===== config.mk =====
export PLATFORM = sky130hd
export DESIGN_NAME = pipelined_carryselect_adder
export DESIGN_NICKNAME = d
export VERILOG_FILES = /design/src/rtl/adder_pkg.sv /design/src/rtl/carryselect_segment.sv /design/src/rtl/pipelined_carryselect_adder.sv
export SDC_FILE = /design/constraint.sdc
export NUM_CORES = 1
export LEC_CHECK = 0
export ABC_AREA = 1
export BUFFER_PORTS_ARGS = -buffer_cell sky130_fd_sc_hd__buf_2
export CAP_MARGIN = 40
export CORE_UTILIZATION = 55
export DETAILED_ROUTE_END_ITERATION = 16
export GPL_ROUTABILITY_DRIVEN = 0
export PLACE_DENSITY = 0.83
export SLEW_MARGIN = 20
export SYNTH_ARGS = -nofsm -noshare
export SYNTH_HDL_FRONTEND = slang
export SYNTH_HIERARCHICAL = 1
export SYNTH_SLANG_ARGS = --single-unit

===== constraint.sdc =====
create_clock -name clk -period 11.3 [get_ports clk]
set_input_delay 0.565 -clock clk [delete_from_list [all_inputs] [get_ports clk]]
set_output_delay 0.565 -clock clk [all_outputs]
set_load 0.05 [all_outputs]

===== src/rtl/adder_pkg.sv =====
// Configuration helpers shared by the pipelined carry-select adder.
// Segment width derivation and the WIDTH/STAGES legality check live here.
package adder_pkg;

    function automatic int unsigned seg_width(input int unsigned width,
                                              input int unsigned stages);
        return (stages == 0) ? 0 : width / stages;
    endfunction

    function automatic bit cfg_legal(input int unsigned width, input int unsigned stages);
        return (stages != 0) && (width >= stages) && ((width % stages) == 0);
    endfunction

endpackage


===== src/rtl/carryselect_segment.sv =====
// One carry-select segment: both candidate sums are formed up front and the
// late-arriving carry only drives the final mux.
module carryselect_segment #(
    parameter int unsigned SEG_W = 16
) (
    input  logic [SEG_W-1:0] a,
    input  logic [SEG_W-1:0] b,
    input  logic             cin,
    output logic [SEG_W-1:0] s,
    output logic             cout
);

    logic [SEG_W:0] sum0;
    logic [SEG_W:0] sum1;

    always_comb begin
        sum0        = {1'b0, a} + {1'b0, b};
        sum1        = {1'b0, a} + {1'b0, b} + {{SEG_W{1'b0}}, 1'b1};
        {cout, s}   = cin ? sum1 : sum0;
    end

endmodule


===== src/rtl/pipelined_carryselect_adder.sv =====
// Pipelined add/subtract unit: one carry-select segment resolved per stage,
// valid/ready handshake with per-stage backpressure.
module pipelined_carryselect_adder
    import adder_pkg::*;
#(
    parameter int unsigned WIDTH  = 64,
    parameter int unsigned STAGES = 4
) (
    input  logic             clk,
    input  logic             rst,
    input  logic             in_valid,
    output logic             in_ready,
    input  logic [WIDTH-1:0] A,
    input  logic [WIDTH-1:0] B,
    input  logic             Cin,
    input  logic             Sub,
    output logic             out_valid,
    input  logic             out_ready,
    output logic [WIDTH-1:0] S,
    output logic             Cout,
    output logic             Ovf
);

    localparam int unsigned SegW = seg_width(WIDTH, STAGES);
    localparam int          Last = int'(STAGES) - 1;

    if (!cfg_legal(WIDTH, STAGES)) begin : g_cfg_check
        $error("pipelined_carryselect_adder: WIDTH must be a non-zero multiple of STAGES");
    end

    // Stage k register holds operands (B already inverted), completed low segments,
    // and the carry out of segment k.
    logic [STAGES-1:0][WIDTH-1:0] a_q, b_q, s_q;
    logic [STAGES-1:0]            c_q, v_q;
    logic                         ovf_q;

    logic [STAGES-1:0][WIDTH-1:0] a_in, b_in, s_in, s_d;
    logic [STAGES-1:0]            c_in, v_in;
    logic [STAGES-1:0][SegW-1:0]  seg_s;
    logic [STAGES-1:0]            seg_c;
    logic [STAGES-1:0]            adv;
    logic                         ovf_d;

    always_comb begin
        a_in[0] = A;
        b_in[0] = Sub ? ~B : B;
        c_in[0] = Sub | Cin;
        s_in[0] = '0;
        v_in[0] = in_valid;
        for (int k = 1; k < int'(STAGES); k++) begin
            a_in[k] = a_q[k-1];
            b_in[k] = b_q[k-1];
            c_in[k] = c_q[k-1];
            s_in[k] = s_q[k-1];
            v_in[k] = v_q[k-1];
        end
    end

    for (genvar k = 0; k < int'(STAGES); k++) begin : g_seg
        carryselect_segment #(
            .SEG_W(SegW)
        ) u_seg (
            .a   (a_in[k][k*SegW +: SegW]),
            .b   (b_in[k][k*SegW +: SegW]),
            .cin (c_in[k]),
            .s   (seg_s[k]),
            .cout(seg_c[k])
        );
    end

    always_comb begin
        for (int k = 0; k < int'(STAGES); k++) begin
            s_d[k]                   = s_in[k];
            s_d[k][k*SegW +: SegW]   = seg_s[k];
        end
        ovf_d = (a_in[Last][WIDTH-1] == b_in[Last][WIDTH-1]) &&
                (seg_s[Last][SegW-1] != a_in[Last][WIDTH-1]);
    end

    // Walk back from the output: a stage moves when it is empty or its successor moves.
    always_comb begin
        logic go;
        go  = out_ready;
        adv = '0;
        for (int k = Last; k >= 0; k--) begin
            go     = !v_q[k] || go;
            adv[k] = go;
        end
    end

    always_ff @(posedge clk or posedge rst) begin
        if (rst) begin
            a_q   <= '0;
            b_q   <= '0;
            s_q   <= '0;
            c_q   <= '0;
            v_q   <= '0;
            ovf_q <= 1'b0;
        end else begin
            for (int k = 0; k < int'(STAGES); k++) begin
                if (adv[k]) begin
                    v_q[k] <= v_in[k];
                    if (v_in[k]) begin
                        a_q[k] <= a_in[k];
                        b_q[k] <= b_in[k];
                        s_q[k] <= s_d[k];
                        c_q[k] <= seg_c[k];
                    end
                end
            end
            if (adv[Last] && v_in[Last]) begin
                ovf_q <= ovf_d;
            end
        end
    end

    // Last-stage operand copies only exist to keep the register array regular.
    logic unused_last_ops;
    assign unused_last_ops = ^{a_q[Last], b_q[Last]};

    assign in_ready  = adv[0];
    assign out_valid = v_q[Last];
    assign S         = s_q[Last];
    assign Cout      = c_q[Last];
    assign Ovf       = ovf_q;

endmodule

==> results.py, run 1 <==
metrics = {
    "outcome": {
        "run_status": "completed",
    },
    "synthesis": {
        "synth_area_leaders": "dfrtp_1 43%, nand2_1 19%, nand3_1 8.7%",
        "ys_warn_count": 6,
        "ys_types": 37,
        "yosysTopAreaCellShare_pct": 43.0,
        "synth_fp_nets": 3023,
        "synth_seq_cells": 361,
        "ys_seq_area_share_pct": 43.0,
        "synth_most_common_cell": "nand2_1",
        "syn_area_per_cell_sq_um": 7.45,
        "synth_edf_count": 0,
        "synth_top_flop_cell": "dfrtp_1",
        "syn_area_sq_mm": 0.0210,
        "synthCells": 2817,
        "yosysTopAreaCell": "dfrtp_1",
        "synthArstFlopShare_pct": 100,
        "synthTopCellsByCount": "1059 x nand2_1, 363 x nand3_1, 361 x dfrtp_1",
    },
    "timing": {
        "slew_violations": 0,
        "setup_tns_ps": 0,
        "fin_skew_ps": 23.5,
        "max_clock_freq_mhz": 323,
        "finalHoldViolCount": 0,
        "maxSlewHeadroom_pct": 45.0,
        "rsz0062_at_grt": "no",
        "fin_crit_sh_pct": 27.4,
        "finalSetupViolCount": 0,
        "worst_slew_pin_slew_ps": 824,
        "min_period_ps": 3090,
    },
    "setup_path": {
        "crit_chain": "buf_4 -> buf_4 -> xor2_1 -> ha_1 -> nand2_1 -> inv_1 -> a21oi_1 -> nand3_1 -> nand2_4 -> nand2_1 -> nor2_1 -> nand2_1 -> nor2_2 -> nand2_1 -> nand2_1 -> nand2_1 -> nand3_1 -> nand2_1",
        "crit_path_start": "Sub",
        "ff2ff_setup_slack_ps": 8480,
        "r2r-start": "b_in[160]",
        "critPathKind": "input pin to flop",
        "startpoint_type": "input pin",
        "cp_slowest_cell": "buf_4",
        "setup.worst_path.end_class": "flop",
        "worstPathMaxFanout": 51,
        "max_stage_delay_ps": 680,
        "critPathTopFamily": "simple AND/OR/NAND/NOR gates",
        "arrival_ps": 3520,
        "worst-path-buf-inv": 3,
        "path_common_cell": "nand2_1",
        "critPathRequiredTime_ps": 11720,
    },
    "route": {
        "wire_per_inst_um": 15.1,
        "remaining_drc_errors": 0,
        "detail-route-antenna-nets": 0,
        "routed_wl_um": 53100,
        "vias": 18900,
        "drt_iter0_drc": 1709,
        "viasPerCell": 5.38,
        "dr.pass1.iters": 7,
    },
    "floorplan": {
        "die_h_um": 197,
        "die_area_sq_mm": 0.0390,
        "core_sq_mm": 0.0376,
        "io_pins": 202,
        "fp.dieW_um": 197,
        "start_util_pct": 55.9,
        "rows": 71,
    },
    "pwr": {
        "power.density_mw_per_mm2": 280,
        "ir_drop_mv": 0.154,
        "power.total_mw": 6.67,
        "leakage_nw": 13.4,
    },
    "cts": {
        "clock_tree.root_cell": "clkbuf_16",
        "cts_tree": "done",
        "cts_setup_buffers": 0,
        "numCtsBuffers": 38,
        "ctsLongestPathBuffers": 3,
        "worst_skew_pair.late_latency_ps": 550,
        "hold_buffers": 0,
        "clk_pin_slew_ps": 60,
        "clock_sinks": 361,
        "postCtsResizedCells": 0,
        "h-tree-depth": 2,
    },
    "finish": {
        "nFillCells": 3148,
        "nets": 3175,
        "multi_input_area_sq_mm": 0.0104,
        "drive_gt1_share_pct": 14.7,
        "seq_area_sq_mm": 0.00904,
        "fin_cells": 3510,
        "area_delta_synth_final_pct": 13.4,
        "fin_area_sq_mm": 0.0238,
    },
    "hold_path": {
        "worstHoldPathType": "input pin to flop",
        "min_from": "A[39]",
    },
    "job": {
        "drv_cap": 0,
    },
    "grt": {
        "grt_max_degree": 123,
        "track_usage_pct": 27.8,
        "antenna_found_initial": 1,
        "grt_pass1_vias": 18200,
        "grt_pass1_wl_um": 87700,
        "gr-total-overflow": 0,
    },
    "place": {
        "dp.cells": 3438,
        "place_area_sq_mm": 0.0224,
        "dp_hpwl_um": 38300,
        "port_buffers": 201,
    },
}
==> cell families after synthesis <==
| group | Yosys count | synth area share [%] |
|---|---|---|
| AND/OR/NAND/NOR | 1727 | 36.8 |
| buffers and inverters | 412 | 7.82 |
| flip-flops | 361 | 43.0 |
| AO/OA/AOI/OAI | 141 | 3.46 |
| XOR/XNOR | 104 | 4.45 |
| adder cells (fa/ha/maj) | 72 | 4.43 |
==> cell type report <==
type	count	share of cell area, %
Tap cell	511	2.68
Multi-Input combinational cell	2044	43.5
Antenna cell	1	0.0105
Sequential cell	361	37.9
Inverter	303	4.81
Timing Repair Buffer	221	5.35
Clock buffer	55	4.69
Clock inverter	14	0.988
==> final timing paths <==
check | to | depth (start not counted)
setup / recovery | s_d[77] | 18
hold / removal | a_in[103] | 3
setup reg to reg | s_d[238] | 16
hold reg to reg | a_in[191] | 2
max in group asynchronous | S[5] | 6
min in group asynchronous | b_in[165] | 3
==> metrics by stage <==
| stage | hold WS, ps | utilization (%) | setup slack, ps |
|---|---|---|---|
| 2_1_floorplan | 443 | - | 716 |
| 3_3_place_gp | 454 | 59.3 | 7860 |
| 3_5_place_dp | 459 | 59.7 | 7700 |
| 4_1_cts | 239 | 63.3 | 8240 |
| 5_1_grt | 255 | 63.4 | 7970 |
| 6_report | 255 | 63.4 | 8210 |
==> flip-flops by register name, indices dropped and copies added, names as in the netlist <==
register / count
s_d: 96
v_q: 4
b_in: 96
S: 64
Ovf: 1
c_q: 4
a_in: 96
==> power by group <==
part / internal (mW) / total [mW] / switching [mW]
Clock: 0.826 / 1.34 / 0.516
Combinational: 0.968 / 3.24 / 2.28
Sequential: 1.78 / 2.08 / 0.296
==> routing by layer <==
metal / vias to the layer above / share of wire (%) / track usage [%]
li1: 9116 / - / -
met1: 8893 / 42 / 37.4
met2: 760 / 48 / 46.0
met3: 110 / 7.3 / 3.94
met4: 0 / 3.0 / 9.36
met5: - / 0 / 0
==> tightest hold or removal path: stages <==
cell and delay [ps]:
buf_2 80, nand3_1 60, nand2_1 60
==> placed cells by master (no fill, tap or decap), types with 5 or more instances in the layout <==
master / n
nand3b_1: 5
xor2_1: 82
nand2_1: 1056
nand4_1: 19
nor2_1: 124
buf_4: 14
buf_2: 199
nor3_1: 8
nor2_4: 21
ha_1: 68
xnor2_1: 19
nand2_2: 62
o21ai_1: 20
a21oi_1: 83
inv_1: 289
inv_2: 12
nand2_4: 19
clkbuf_1: 8
nand3_1: 363
clkbuf_8: 8
clkbuf_16: 39
o21ai_0: 32
bufinv_16: 6
dfrtp_1: 360
clkinv_2: 5
nand3_2: 14
nor2_2: 13
and2_1: 10
Power figures use the tool's default switching activity.
==> run 2: changes to the inputs <==
Clock period 11.3 ns to 2.65 ns, I/O delays scaled along.
==> run 2 against run 1 <==
Global-route usage grew 0.91 points; count of clock-buffer cells in the layout did not move; critical path depth shrank 2; die area is the same.
==> results.py, run 2 (synthesis results as in run 1) <==
metrics = {
    "route": {
        "routed_wl_um": 54600,
        "detail-route-antenna-nets": 0,
        "viasPerCell": 5.27,
        "dr.pass1.iters": 5,
        "drt_iter0_drc": 1304,
        "wire_per_inst_um": 15.0,
        "vias": 19200,
        "remaining_drc_errors": 0,
    },
    "grt": {
        "grt_pass1_wl_um": 90700,
        "antenna_found_initial": 0,
        "grt_pass1_vias": 18700,
        "track_usage_pct": 28.7,
        "grt_max_degree": 116,
        "gr-total-overflow": 0,
    },
    "timing": {
        "rsz0062_at_grt": "yes",
        "finalHoldViolCount": 0,
        "fin_crit_sh_pct": 98.4,
        "slew_violations": 0,
        "setup_tns_ps": 0,
        "fin_skew_ps": 17.7,
        "worst_slew_pin_slew_ps": 651,
        "finalSetupViolCount": 0,
        "min_period_ps": 2610,
        "maxSlewHeadroom_pct": 56.6,
        "finalHoldWorstSlack_ps": 66.8,
        "max_clock_freq_mhz": 383,
    },
    "setup_path": {
        "crit_path_start": "b_in[160]",
        "critPathKind": "flop to flop",
        "critPathRequiredTime_ps": 3100,
        "r2r-start": "b_in[160]",
        "setup.worst_path.end_class": "flop",
        "startpoint_type": "flop",
        "worstPathMaxFanout": 5,
        "arrival_ps": 3060,
        "worst_r2r_path_depth": 16,
    },
    "floorplan": {
        "io_pins": 202,
        "die_area_sq_mm": 0.0390,
        "die_h_um": 197,
        "core_sq_mm": 0.0376,
        "rows": 71,
        "start_util_pct": 55.9,
        "fp.dieW_um": 197,
    },
    "finish": {
        "nets": 3312,
        "final_common_cell": "nand2_1",
        "layout_common_cells": "1045 x nand2_1, 361 x nand3_1, 360 x dfrtp_1, 289 x inv_1, 199 x buf_2",
        "nFillCells": 2967,
        "diodes": 0,
        "fin_util_pct": 66.7,
        "area_delta_synth_final_pct": 19.4,
        "drive_gt1_share_pct": 15.8,
    },
    "cts": {
        "ctsLongestPathBuffers": 3,
        "h-tree-depth": 2,
        "numCtsBuffers": 39,
        "clk_pin_slew_ps": 60,
        "clock_sinks": 361,
        "clock_tree.root_cell": "clkbuf_16",
        "worst_skew_pair.late_latency_ps": 550,
        "cts_tree": "done",
    },
    "hold_path": {
        "worstHoldPathType": "input pin to flop",
        "min_from": "Cin",
        "whs_path_depth": 5,
    },
    "pwr": {
        "p_clk_share_pct": 18.8,
        "seq_power_share_pct": 31.5,
        "power.density_mw_per_mm2": 1130,
        "intPower_mw": 15.2,
        "power.total_mw": 28.4,
        "leakage_nw": 13.9,
        "switching_share_pct": 46.4,
        "ir_drop_mv": 0.558,
        "switchingPower_mw": 13.2,
        "power_frac_comb_pct": 49.7,
    },
    "job": {
        "drv_cap": 0,
    },
    "outcome": {
        "run_status": "completed",
    },
    "place": {
        "dp_hpwl_um": 37400,
        "port_buffers": 201,
    },
}
==> run 2: final cells by class <==
cell class                      count  area (sq um)  area share, %
Multi-Input combinational cell   2044         10500           41.7
Timing Repair Buffer              357          2590           10.3
Sequential cell                   361          9040           36.0
Clock buffer                       55          1080           4.29
Inverter                          303          1140           4.55
Tap cell                          511           639           2.55
Clock inverter                      8           146          0.584
==> run 2: timing repair <==
item / 4_1_cts / 5_1_grt
pin swaps: 6 / 34
setup buffers: 3 / 14
hold buffers: 98 / 0
endpoints found under the setup margin: 3 / 19
endpoints found under the hold margin: 112 / 0
resized for setup: 3 / 26
==> run 2: path summary, 6_finish.rpt <==
kind                                  end  slack (ps)
worst min-delay path              s_d[64]          70
worst min register to register      S[49]         460
max in group asynchronous       b_in[182]        1510
worst max-delay path               c_q[2]          40
worst max register to register     c_q[2]          40
min in group asynchronous        s_d[228]         150
==> run 2: metal layers <==
layer	vias to the layer above	track usage [%]	part of all wire, %
met1	8924	36.8	42
met5	-	0	0
met4	0	12.2	4.1
li1	9372	-	-
met2	739	48.0	48
met3	138	4.66	6.7
==> run 2: worst max-delay path, cell delays in order, from the launching register on <==
cell and delay, ps:
dfrtp_1 400, ha_2 200, fa_1 520, ha_2 200, nand2_4 70, nor2_4 120
nand3_4 90, nor2_4 130, nand2_2 80, nor2_4 150, nand2_4 90, nor2_8 160
nand2_2 70, nand2_2 80, nand2_2 50, nand3_2 60, nand2_1 40
==> run 2: power by group through the flow <==
stage / Clock (mW) / Combinational, mW / Sequential (mW)
detailed placement: 0 / 13.6 / 8.97
global route: 5.64 / 15.7 / 9.13
global placement: 0 / 13.2 / 8.89
floorplan: 0 / 8.98 / 10.3
finish: 5.34 / 14.1 / 8.93
CTS: 5.42 / 13.8 / 8.91
==> run 2: through the flow <==
| stage | std cells | setup slack (ps) | cell area, sq um |
|---|---|---|---|
| floorplan | 2817 | -2320 | 21000 |
| global placement | 3461 | 68.2 | 22700 |
| detailed placement | 3461 | -30.4 | 22700 |
| CTS | 3625 | 6.19 | 24900 |
| global route | 3639 | -122 | 25100 |
| finish | 3639 | 41.4 | 25100 |
==> run 3: changes to the inputs <==
Settings changed: CORE_UTILIZATION 55 to 54, PLACE_DENSITY 0.83 to 0.82, SYNTH_HIERARCHICAL 1 to default.
Clock period 2.65 ns to 2.35 ns, I/O delays scaled along.
==> run 3 against run 2 <==
First-iteration DRC count grew 22%; non-clock buffer count grew 78; critical path type unchanged; highest routed layer unchanged; largest power group unchanged; clock skew shrank 1.9 ps; clock power grew 7.1%; worst hold slack gained 36 ps; critical endpoint is now s_d[156]; count of clock-buffer cells in the layout grew 1; the run now ends with negative setup slack left; synthesized cell count shrank 11%; wire length shrank 2.8%.
==> results.py, run 3 <==
metrics = {
    "outcome": {
        "run_status": "finished, violations left",
        "violations": "negative setup slack",
    },
    "grt": {
        "grt_pass1_vias": 17700,
        "grt_busiest_layer": "met2",
        "use_met3_pct": 4.57,
        "grt_pass1_wl_um": 83300,
        "antenna_found_initial": 3,
        "grt_max_degree": 115,
        "met1_usage_pct": 35.4,
        "met2_usage_pct": 46.7,
        "gr-total-overflow": 0,
        "track_usage_pct": 28.0,
    },
    "timing": {
        "finalHoldViolCount": 0,
        "slew_violations": 0,
        "min_period_ps": 2620,
        "finalSetupViolCount": 25,
        "setup_tns_ps": -3440,
        "worst_slew_pin_slew_ps": 755,
        "maxSlewHeadroom_pct": 49.0,
        "fin_skew_ps": 15.8,
        "fin_crit_sh_pct": 111,
        "max_clock_freq_mhz": 382,
        "rsz0062_at_grt": "yes",
        "setup_ws_ps": -270,
    },
    "floorplan": {
        "fp.dieW_um": 191,
        "core_sq_mm": 0.0349,
        "die_h_um": 191,
        "io_pins": 202,
        "start_util_pct": 55.3,
        "die_area_sq_mm": 0.0365,
        "rows": 68,
    },
    "route": {
        "dr.pass1.iters": 10,
        "detail-route-antenna-nets": 0,
        "viasPerCell": 5.43,
        "vias": 18400,
        "wire_per_inst_um": 15.7,
        "remaining_drc_errors": 0,
        "routed_wl_um": 53000,
        "drt_iter0_drc": 1588,
    },
    "synthesis": {
        "synth_edf_count": 0,
        "synth_seq_cells": 361,
        "synthTopCellsByCount": "1039 x nand2_1, 361 x dfrtp_1, 253 x inv_1",
        "synth_fp_nets": 2724,
        "yosysTopAreaCell": "dfrtp_1",
        "synth_area_leaders": "dfrtp_1 47%, nand2_1 20%, o21ai_0 5.1%",
        "synth_most_common_cell": "nand2_1",
        "syn_area_per_cell_sq_um": 7.66,
        "ys_seq_area_share_pct": 46.8,
        "synthArstFlopShare_pct": 100,
        "synthCells": 2518,
        "yosysTopAreaCellShare_pct": 46.8,
        "ys_types": 46,
        "syn_area_sq_mm": 0.0193,
        "ys_warn_count": 0,
        "synth_top_flop_cell": "dfrtp_1",
    },
    "finish": {
        "nets": 3115,
        "fin_util_pct": 70.3,
        "drive_gt1_share_pct": 19.6,
        "area_delta_synth_final_pct": 27.0,
        "final_common_cell": "nand2_1",
        "layout_common_cells": "1016 x nand2_1, 361 x dfrtp_1, 238 x inv_1, 200 x buf_2, 182 x o21ai_0",
    },
    "setup_path": {
        "arrival_ps": 3020,
        "critPathKind": "flop to flop",
        "path_common_cell": "nor2_4",
        "worst-path-buf-inv": 3,
        "worstPathMaxFanout": 4,
        "critPathTopFamily": "adder cells",
        "max_stage_delay_ps": 450,
        "startpoint_type": "flop",
        "crit_chain": "ha_2 -> inv_2 -> fa_2 -> inv_2 -> ha_4 -> nand2_4 -> nor2_4 -> nand3_2 -> nor2_4 -> nand2_2 -> nor2_4 -> buf_4 -> nand4_1 -> o21ai_1 -> o21ai_1",
        "critPathRequiredTime_ps": 2750,
        "cp_slowest_cell": "fa_2",
        "setup.worst_path.end_class": "flop",
    },
    "pwr": {
        "switching_share_pct": 43.2,
        "switchingPower_mw": 11.6,
        "ir_drop_mv": 0.735,
        "leakage_nw": 13.0,
        "power_frac_comb_pct": 44.4,
        "p_clk_share_pct": 21.3,
        "intPower_mw": 15.3,
        "seq_power_share_pct": 34.4,
        "power.density_mw_per_mm2": 1100,
    },
    "cts": {
        "h-tree-depth": 2,
        "clk_pin_slew_ps": 60,
        "clock_tree.root_cell": "clkbuf_16",
        "cts_tree": "done",
        "clock_sinks": 361,
        "numCtsBuffers": 39,
        "worst_skew_pair.late_latency_ps": 530,
        "ctsLongestPathBuffers": 3,
    },
    "place": {
        "dp_hpwl_um": 32800,
        "port_buffers": 201,
    },
    "job": {
        "drv_cap": 0,
    },
    "hold_path": {
        "worstHoldPathType": "input pin to async pin",
    },
}
==> run 3: worst reg2reg max path, stage by stage (launching register included) <==
cell	delay [ps]
dfrtp_1	380
ha_2	200
inv_2	60
fa_2	450
inv_2	90
ha_4	140
nand2_4	60
nor2_4	100
nand3_2	100
nor2_4	130
nand2_2	70
nor2_4	100
buf_4	140
nand4_1	160
o21ai_1	230
o21ai_1	90
==> run 3: timing repair <==
| action | 4_1_cts | 5_1_grt |
|---|---|---|
| setup buffers | 24 | 19 |
| endpoints found under the hold margin | 190 | 0 |
| resized for setup | 40 | 113 |
| hold buffers | 99 | 0 |
| pin swaps | 36 | 68 |
| setup endpoints to repair | 26 | 86 |
| gates cloned | 0 | 0 |
==> run 3: power by group through the flow <==
stage | Combinational (mW) | Sequential (mW) | Clock [mW]
2_1_floorplan | 5.97 | 10.7 | 0
3_3_place_gp | 9.93 | 9.16 | 0
3_5_place_dp | 10.2 | 9.25 | 0
4_1_cts | 10.8 | 9.16 | 5.79
5_1_grt | 13.0 | 9.44 | 6.06
6_report | 11.9 | 9.25 | 5.72
==> run 3: cells by family after synthesis <==
group / Yosys count / synth area share [%]
AOI/OAI and AO/OA: 295 / 8.15
buffers and inverters: 342 / 6.84
DFF: 361 / 46.8
xor gates and xnor gates: 81 / 3.75
adders and majority gates: 72 / 4.82
and+or+nand+nor: 1367 / 29.6
==> run 3: metal layers <==
metal  up-vias  part of all wire (%)
met3       237                   6.8
met4         0                   5.1
met5         -                     0
met1      8621                    40
li1       8693                     -
met2       840                    48
==> run 3: final timing paths <==
check | cells past startpoint | start | to | slack, ps
hold reg to reg | 2 | S[16] | S[16] | 470
setup reg to reg | 15 | b_in[80] | s_d[156] | -270
setup / recovery | 15 | b_in[80] | s_d[156] | -270
min in group clk | 5 | Cin | s_d[64] | 100
hold / removal | 3 | rst | S[37] | 100
max in group asynchronous | 4 | rst | s_d[74] | 1380
==> run 3: area by class of cell <==
cell class / count / area [sq um]
Multi-Input combinational cell: 1815 / 9560
Sequential cell: 361 / 9030
Timing Repair Buffer: 435 / 3210
Clock buffer: 56 / 1120
Clock inverter: 5 / 38.8
Fill cell: 2463 / 10400
Tap cell: 455 / 569
Inverter: 257 / 968
Antenna cell: 3 / 7.51
==> run 3: through the flow <==
stage / total power [mW] / hold WS, ps / cells / setup slack (ps) / instance area, sq um
floorplan: 16.7 / 234 / 2518 / -2610 / 19400
global placement: 19.1 / 85.3 / 3182 / -139 / 21400
detailed placement: 19.5 / 92.9 / 3183 / -281 / 21500
CTS: 25.7 / 79.3 / 3367 / -169 / 23900
global route: 28.5 / 121 / 3385 / -387 / 24500
finish: 26.9 / 103 / 3387 / -270 / 24500
